### src/rtl/bit_seq_pkg.sv
// bit_seq_pkg: shared types and constants for the single-bit serial link
package bit_seq_pkg;
  typedef enum logic [1:0] {IDLE = 2'd0, SHIFT = 2'd1, GAP = 2'd2} tx_state_t;
  localparam int DEF_WIDTH = 8;
  localparam int DEF_GAP_CYCLES = 2;
  localparam logic IDLE_BIT = 1'b0;
endpackage

### src/rtl/bit_seq_tx_if.sv
// bit_seq_tx_if: parallel word handshake in, serial bit stream out
interface bit_seq_tx_if import bit_seq_pkg::*; #(parameter int WIDTH = DEF_WIDTH);
  logic [WIDTH-1:0] din;
  logic din_valid, din_ready, x, x_valid, busy, done;
  modport master(output din, din_valid, input din_ready, x, x_valid, busy, done);
  modport slave(input din, din_valid, output din_ready, x, x_valid, busy, done);
endinterface

### src/rtl/bit_seq_shreg.sv
// bit_seq_shreg: loadable shift register that drains toward its output end
module bit_seq_shreg import bit_seq_pkg::*; #(
  parameter int WIDTH = DEF_WIDTH,
  parameter bit MSB_FIRST = 1'b0
) (
  input  logic             clk,
  input  logic             reset,
  input  logic             load,
  input  logic             shift,
  input  logic [WIDTH-1:0] d,
  output logic             q_out
);
  logic [WIDTH-1:0] q;
  // Idle bits fill in behind the data, so the output settles to idle once the word is out
  always_ff @(posedge clk or negedge reset)
    if (!reset) q <= '0;
    else if (load) q <= d;
    else if (shift) q <= MSB_FIRST ? {q[WIDTH-2:0], IDLE_BIT} : {IDLE_BIT, q[WIDTH-1:1]};
  assign q_out = MSB_FIRST ? q[WIDTH-1] : q[0];
endmodule

### src/rtl/bit_seq_tx.sv
// bit_seq_tx: serial transmitter with a programmable idle gap between words
module bit_seq_tx import bit_seq_pkg::*; #(
  parameter int WIDTH = DEF_WIDTH,
  parameter int GAP_CYCLES = DEF_GAP_CYCLES,
  parameter bit MSB_FIRST = 1'b0
) (
  input logic        clk,
  input logic        reset,
  bit_seq_tx_if.slave bus
);
  localparam int CW = $clog2(WIDTH);
  localparam int GW = GAP_CYCLES > 0 ? $clog2(GAP_CYCLES + 1) : 1;
  tx_state_t state, state_n;
  logic [CW-1:0] cnt, cnt_n;
  logic [GW-1:0] gcnt, gcnt_n;
  logic load, shift, x_valid, busy, done, din_ready;
  bit_seq_shreg #(.WIDTH(WIDTH), .MSB_FIRST(MSB_FIRST)) u_shreg (
    .clk(clk), .reset(reset), .load(load), .shift(shift), .d(bus.din), .q_out(bus.x)
  );
  always_comb begin
    state_n = state;
    cnt_n = cnt;
    gcnt_n = gcnt;
    load = 1'b0;
    shift = 1'b0;
    case (state)
      IDLE: if (bus.din_valid && din_ready) begin
        state_n = SHIFT;
        load = 1'b1;
        cnt_n = '0;
      end
      SHIFT: begin
        shift = 1'b1;
        cnt_n = cnt + 1'b1;
        if (cnt == CW'(WIDTH - 1)) begin
          cnt_n = '0;
          gcnt_n = '0;
          state_n = (GAP_CYCLES > 0) ? GAP : IDLE;
        end
      end
      GAP: begin
        gcnt_n = gcnt + 1'b1;
        if (gcnt == GW'(GAP_CYCLES - 1)) begin
          gcnt_n = '0;
          state_n = IDLE;
        end
      end
      default: state_n = IDLE;
    endcase
  end
  // Status outputs are registered from the next state so they line up with the bit on x
  always_ff @(posedge clk or negedge reset)
    if (!reset) begin
      state <= IDLE;
      cnt <= '0;
      gcnt <= '0;
      x_valid <= 1'b0;
      busy <= 1'b0;
      done <= 1'b0;
      din_ready <= 1'b0;
    end else begin
      state <= state_n;
      cnt <= cnt_n;
      gcnt <= gcnt_n;
      x_valid <= state_n == SHIFT;
      busy <= state_n != IDLE;
      done <= state == SHIFT && cnt == CW'(WIDTH - 2);
      din_ready <= state_n == IDLE;
    end
  assign bus.x_valid = x_valid;
  assign bus.busy = busy;
  assign bus.done = done;
  assign bus.din_ready = din_ready;
endmodule

### src/flat_wrapper.sv
// flat-port wrapper written by rule: the top's interface ports become plain ports
module bit_seq_tx_flat import bit_seq_pkg::*;
#(
  parameter int WIDTH = DEF_WIDTH,
  parameter int GAP_CYCLES = DEF_GAP_CYCLES,
  parameter bit MSB_FIRST = 1'b0
)
  (clk, reset, bus_din, bus_din_valid, bus_din_ready, bus_x, bus_x_valid, bus_busy, bus_done);
  bit_seq_tx_if #(.WIDTH(WIDTH)) bus_i ();
  input logic clk;
  input logic reset;
  input wire logic [$bits(bus_i.din)-1:0] bus_din;
  input wire logic [$bits(bus_i.din_valid)-1:0] bus_din_valid;
  output wire logic [$bits(bus_i.din_ready)-1:0] bus_din_ready;
  output wire logic [$bits(bus_i.x)-1:0] bus_x;
  output wire logic [$bits(bus_i.x_valid)-1:0] bus_x_valid;
  output wire logic [$bits(bus_i.busy)-1:0] bus_busy;
  output wire logic [$bits(bus_i.done)-1:0] bus_done;
  assign bus_i.din = bus_din;
  assign bus_i.din_valid = bus_din_valid;
  assign bus_din_ready = bus_i.din_ready;
  assign bus_x = bus_i.x;
  assign bus_x_valid = bus_i.x_valid;
  assign bus_busy = bus_i.busy;
  assign bus_done = bus_i.done;
  bit_seq_tx #(.WIDTH(WIDTH), .GAP_CYCLES(GAP_CYCLES), .MSB_FIRST(MSB_FIRST)) u_core (.clk(clk), .reset(reset), .bus(bus_i));
endmodule
### config.mk
export PLATFORM = sky130hd
export DESIGN_NAME = bit_seq_tx_flat
export DESIGN_NICKNAME = d
export VERILOG_FILES = /design/src/rtl/bit_seq_pkg.sv /design/src/rtl/bit_seq_tx_if.sv /design/src/rtl/bit_seq_shreg.sv /design/src/rtl/bit_seq_tx.sv /design/src/flat_wrapper.sv
export SDC_FILE = /design/constraint.sdc
export NUM_CORES = 1
export LEC_CHECK = 0
export BUFFER_PORTS_ARGS = -buffer_cell sky130_fd_sc_hd__buf_2
export CORE_MARGIN = 1
export CORE_UTILIZATION = 56
export DETAILED_ROUTE_END_ITERATION = 8
export PLACE_DENSITY = 0.92
export SYNTH_ARGS = -nofsm -noshare
export SYNTH_HDL_FRONTEND = slang
export SYNTH_SLANG_ARGS = --single-unit
export TNS_END_PERCENT = 20
### constraint.sdc
create_clock -name clk -period 2.3 [get_ports clk]
set_input_delay 0.23 -clock clk [delete_from_list [all_inputs] [get_ports clk]]
set_output_delay 0.23 -clock clk [all_outputs]
set_load 0.1 [all_outputs]
; ---- After elaboration in Yosys (flattened, before gate mapping)
; Cells that the tools add are included.
; W data, S select, Z words.
[totals]
ff_bits = 19
in_bits = 11
output_inout_bits = 5
word_cells = 43
[classes]
add_sub_neg = 2
eq_ne = 8
muxes = 15
reduce_logical = 10
[ops]
columns = cell, n
row1 = $mux W8, 2
row2 = $mux W2, 5
row3 = $reduce_bool A2 Y1, 4
row4 = $eq A2 B1 Y1 const B, 3
row5 = $eq A3 B3 Y1 const B, 2
row6 = $mux W3, 2
row7 = $pmux W2 S3, 1
row8 = $pmux W3 S2, 1
row9 = $logic_not A2 Y1, 2
row10 = $ne A2 B1 Y1 const B, 2
row11 = $pmux W2 S2, 1
row12 = $reduce_and A2 Y1, 2
row13 = $add A3 B1 Y3 const B, 1
row14 = $mux W1, 3
row15 = $add A2 B1 Y2 const B, 1
row16 = $eq A2 B2 Y1 const B, 1
row17 = $logic_and A1 B1 Y1, 2

; ---- Longest topological paths before layout
[logic_depth]
depth_word = 4
ltp_mapped = 5
mapped_depth_nobuf = 5

; ---- By module
; Synthesis repeated with hierarchy kept, for this count alone.
[unflattened]
cells_unflattened = 77
area_unflattened_um2 = 849.6
[by_module_without_submodules]
columns = mod, instances, cells_per_inst, area_each_um2, seq_area_each_um2
row1 = bit_seq_tx, 1, 43, 480.5, 275.3
row2 = bit_seq_shreg, 1, 34, 369.1, 200.2

; ---- Worst setup path after synthesis
; OpenSTA, ideal clock, no wires.
[synth_timing]
path_type = flip-flop to flip-flop
startpoint = register u_core.din_ready (netlist: u_core.bus.din_ready)
endpoint = register u_core.u_shreg.q[0]
setup_ns = 0.120
t_arrival_ns = 1.663
required_ns = 2.180
path_slack_ns = 0.517
stages_incl_launch_ff = 5
path_buffers = 1
period_less_slack_ns = 1.783
cell_sequence = dfrtp_1 -> nor4bb_1 -> buf_4 -> nor2_2 -> a21o_1
[synth_between]
elab_chain_cells = 4
word_cells_on_any_way = 5
cone_classes = 3 x mux / 2 x reduce/logical
[synth_lines]
columns = element, line
row1 = start: declaration, bit_seq_tx.sv:16  ; logic load, shift, x_valid, busy, done, din_ready;
row2 = start signal: assignment, bit_seq_tx.sv:60  ; din_ready <= 1'b0;
row3 = start signal: assignment, bit_seq_tx.sv:68  ; din_ready <= state_n == IDLE;
row4 = $logic_and A1 B1 Y1 *, bit_seq_tx.sv:27  ; IDLE: if (bus.din_valid && din_ready) begin
row5 = $mux W1 *, bit_seq_tx.sv:27
row6 = $mux W1 *, bit_seq_tx.sv:26  ; case (state)
row7 = $mux W8 / $reduce_bool A2 Y1 (equally long branches), n/a
row8 = end signal: assignment, bit_seq_shreg.sv:18  ; else if (shift) q <= MSB_FIRST ? {q[WIDTH-2:0], IDLE_BIT} : {IDLE_BIT, q[WIDTH-1:1]};
row9 = end: declaration, bit_seq_shreg.sv:13  ; logic [WIDTH-1:0] q;
; Every way passes the cells marked *; elsewhere a longest branch is shown, timed or not.
; A chain may end at the register's enable or synchronous reset.

; ---- Worst setup path in the final report
[layout_timing]
startpoint = register u_core.state[0]
endpoint = register u_core.cnt[0]
[layout_between]
elab_chain_cells = 3
word_cells_on_any_way = 6
cone_classes = 2 x eq/ne / 1 x mux / 3 x reduce/logical
[layout_lines]
columns = element, line
row1 = start: declaration, bit_seq_tx.sv:13  ; tx_state_t state, state_n;
row2 = start signal: assignment, bit_seq_tx.sv:62  ; state <= state_n;
row3 = $logic_not A2 Y1 / $eq A2 B1 Y1 (equally long branches), bit_seq_tx.sv:26
row4 = $ne A2 B1 Y1 (no source line) / $reduce_bool A2 Y1 (equally long branches), n/a
row5 = $reduce_and A2 Y1 (no source line), n/a
row6 = end signal: assignment, bit_seq_tx.sv:63  ; cnt <= cnt_n;
row7 = end: declaration, bit_seq_tx.sv:14  ; logic [CW-1:0] cnt, cnt_n;
; Several ways; a longest one is shown, not always the timed one.

==> results.cfg <==
[floorplanning]
rows = 13
die_h_um = 40.6
start_util = 0.619
ios = 16
die_w_um = 40.6
coreArea_um2 = 1350
die_area_um2 = 1650

[clocking]
htree_levels = 1
cts-root-buf = clkbuf_4
clk_latency_ns = 0.28
clk_pin_slew_ns = 0.10
cts_tree = yes
cts_made_buffers = 3
postCtsSetupRepairBufs = 0
cts_sinks = 19
cts.path.max_buffers = 2

[timing]
grt_setup_unrepaired = no
final-setup-viol-count = 0
max_freq_mhz = 714
maxSlewViolCount = 0
worst_pin_slew_ns = 0.483
fin_crit_ns = 1.40
finalSetupTns_ns = 0
min_period_over_period = 0.609
clock_skew_ns = 0.00435
relSlewSlack = 0.680
fin_ws_ns = 0.899
timing.final.hold_violations = 0

[placed_design]
io_buffers = 15
dp_slack_ns = 0.927
placed_cell_area_um2 = 920
place.gp.congestion = 0.730
detailed_place_hpwl_um = 1010

[global_routing]
grt_use_total = 0.186
grt_max_degree = 20
overflow = 0
grt_pass1_wl_um = 2010
antenna_found_initial = 0
grt_pass1_vias = 495

[synthesis]
synthXorXnorAreaFrac = 0
synth_top_cell_by_area = dfrtp_1
synth_edf_count = 0
synth-simple-area-share = 0.144
synthMuxAreaShare = 0.0599
synth_top_family_by_area = simple AND/OR/NAND/NOR gates
synthDistinctLibCells = 23
ys.flop_type = dfrtp_1
syn-cell-area_um2 = 836
yosysSeqAreaShare = 0.569
yosys.area.top_type_share = 0.569
syn_inst = 75
async_flop_share = 1.00
synth_compound_area_frac = 0.141
syn-num-nets = 89
synth_fa_ha_area_frac = 0.0449
ys_ff_latch = 19
avgSynthCellArea_um2 = 11.1
synth_most_common_cell = dfrtp_1
yosys_warnings = 0
synthTopCellsByArea = dfrtp_1 57%, mux2i_1 6.0%, nand2_1 5.8%
netlist_top_cells_count = 19 x dfrtp_1, 13 x nand2_1, 9 x o21ai_0, 5 x a21o_1, 5 x mux2i_1

[worst_setup_path]
cp_num_buf_inv = 1
cp.arrival_ns = 1.58
r2r_cells = 4
critical_path_depth = 4
crit_type = flop to flop
r2r-start = u_core.state[0]$_DFF_PN0_
cp_cell_sequence = nor4bb_2, buf_4, nor2_2, a21o_1
slowest_stage = dfrtp_1
r2r-end = u_core.cnt[0]$_DFFE_PN0P_
r2r_setup_slack_ns = 0.90
worstSetupEndpointType = flop
max_stage_delay_ns = 0.45
required_ns = 2.48
path_max_fanout = 19
start_kind = flop
crit_start = u_core.state[0]$_DFF_PN0_
critPathTopFamily = flip-flops
endpoint = u_core.cnt[0]$_DFFE_PN0P_

[final_layout]
nets = 108
design_area_um2 = 956
diodes = 0
drive_above_1_share = 0.226
area_growth_syn_to_layout_pct = 14.4
final_core_util = 0.708

[power_and_ir_drop]
peakVddDrop_mv = 0.814
p_total_mw = 1.44
powerDensity_nw_per_um2 = 1510
p_leak_nw = 0.502

[drt]
firstDrtPassIters = 4
via_count = 586
post_drt_wl_per_cell_um = 12.4
drt-vias-per-instance = 5.43
drt_iter0_drc = 4
wl_um = 1340
ant_nets = 0
route.detailed.drc = 0

[hold_path]
hp-class = input port to flop
min_path_cells = 3

[status]
status = finished clean

[run]
maxCapViolations = 0
[what timing repair did]
item                      in CTS  in global routing
hold endpoints to repair      19                  0
gates resized for setup        0                  0
hold buffers                   1                  0
[area by class of cell]
type                            instances  area [um2]
Fill cell                             108         394
Sequential cell                        19         475
Inverter                                3        11.3
Multi-Input combinational cell         50         332
Timing Repair Buffer                   17        92.6
Clock buffer                            4        26.3
Tap cell                               15        18.8
[worst min-delay path by stage]
stage | from | endpoint
2_1_floorplan | reset | u_core.bus.busy$_DFF_PN0_
3_3_place_gp | reset | u_core.gcnt[1]$_DFFE_PN0P_
3_5_place_dp | reset | u_core.gcnt[1]$_DFFE_PN0P_
4_1_cts | bus_din[3] | u_core.u_shreg.q[3]$_DFFE_PN0P_
5_1_grt | bus_din[3] | u_core.u_shreg.q[3]$_DFFE_PN0P_
6_report | bus_din[3] | u_core.u_shreg.q[3]$_DFFE_PN0P_
[kinds of logic (layout without fill, tap and decap cells)]
logic type	count (synthesis)	in the layout
compound gates	18	18
flops	19	19
buf+inv	6	24
fa+ha+maj	3	3
mux	5	5
simple gates	24	24
[sequential cells by signal, summed over array words and instances (netlist names)]
signal and flops:
u_core.u_shreg.q 8, u_core.cnt 3, u_core.gcnt 2, u_core.state 2
u_core.bus.busy 1, u_core.bus.din_ready 1, u_core.bus.done 1, u_core.bus.x_valid 1
[where the power goes]
group	internal (mW)	switching (mW)
Combinational	0.219	0.505
Clock	0.0673	0.0943
Sequential	0.468	0.0877
Total	0.753	0.687
[tightest hold or removal path, stage by stage]
cell and delay (ns):
buf_2 0.07, nand2_1 0.03, o21ai_0 0.05
[metal layers]
metal,share of wire,GRT usage,up-vias
li1,-,-,292
met1,0.45,0.249,280
met2,0.52,0.321,14
met3,0.031,0.0163,0
met4,0,0.0500,0
met5,0,0,-
[cells in the final DEF (no fill, tap or decap), types with 2 or more instances in the layout]
cell type / netlist / layout
a21o_1: 5 / 5
a22o_1: 2 / 2
and3_1: 2 / 2
buf_2: 1 / 15
clkbuf_4: 0 / 3
dfrtp_1: 19 / 19
ha_1: 3 / 3
inv_1: 3 / 3
mux2i_1: 5 / 5
nand2_1: 13 / 13
o21ai_0: 9 / 9
[per-stage QoR]
| stage | hold WS (ns) | cells |
|---|---|---|
| after global routing | 0.137 | 108 |
| after detailed placement | 0.180 | 103 |
| after floorplan | -0.0656 | 75 |
| after CTS | 0.136 | 108 |
| final | 0.136 | 108 |
| after global placement | 0.181 | 103 |
No activity file was read; power rests on OpenSTA's default activity.
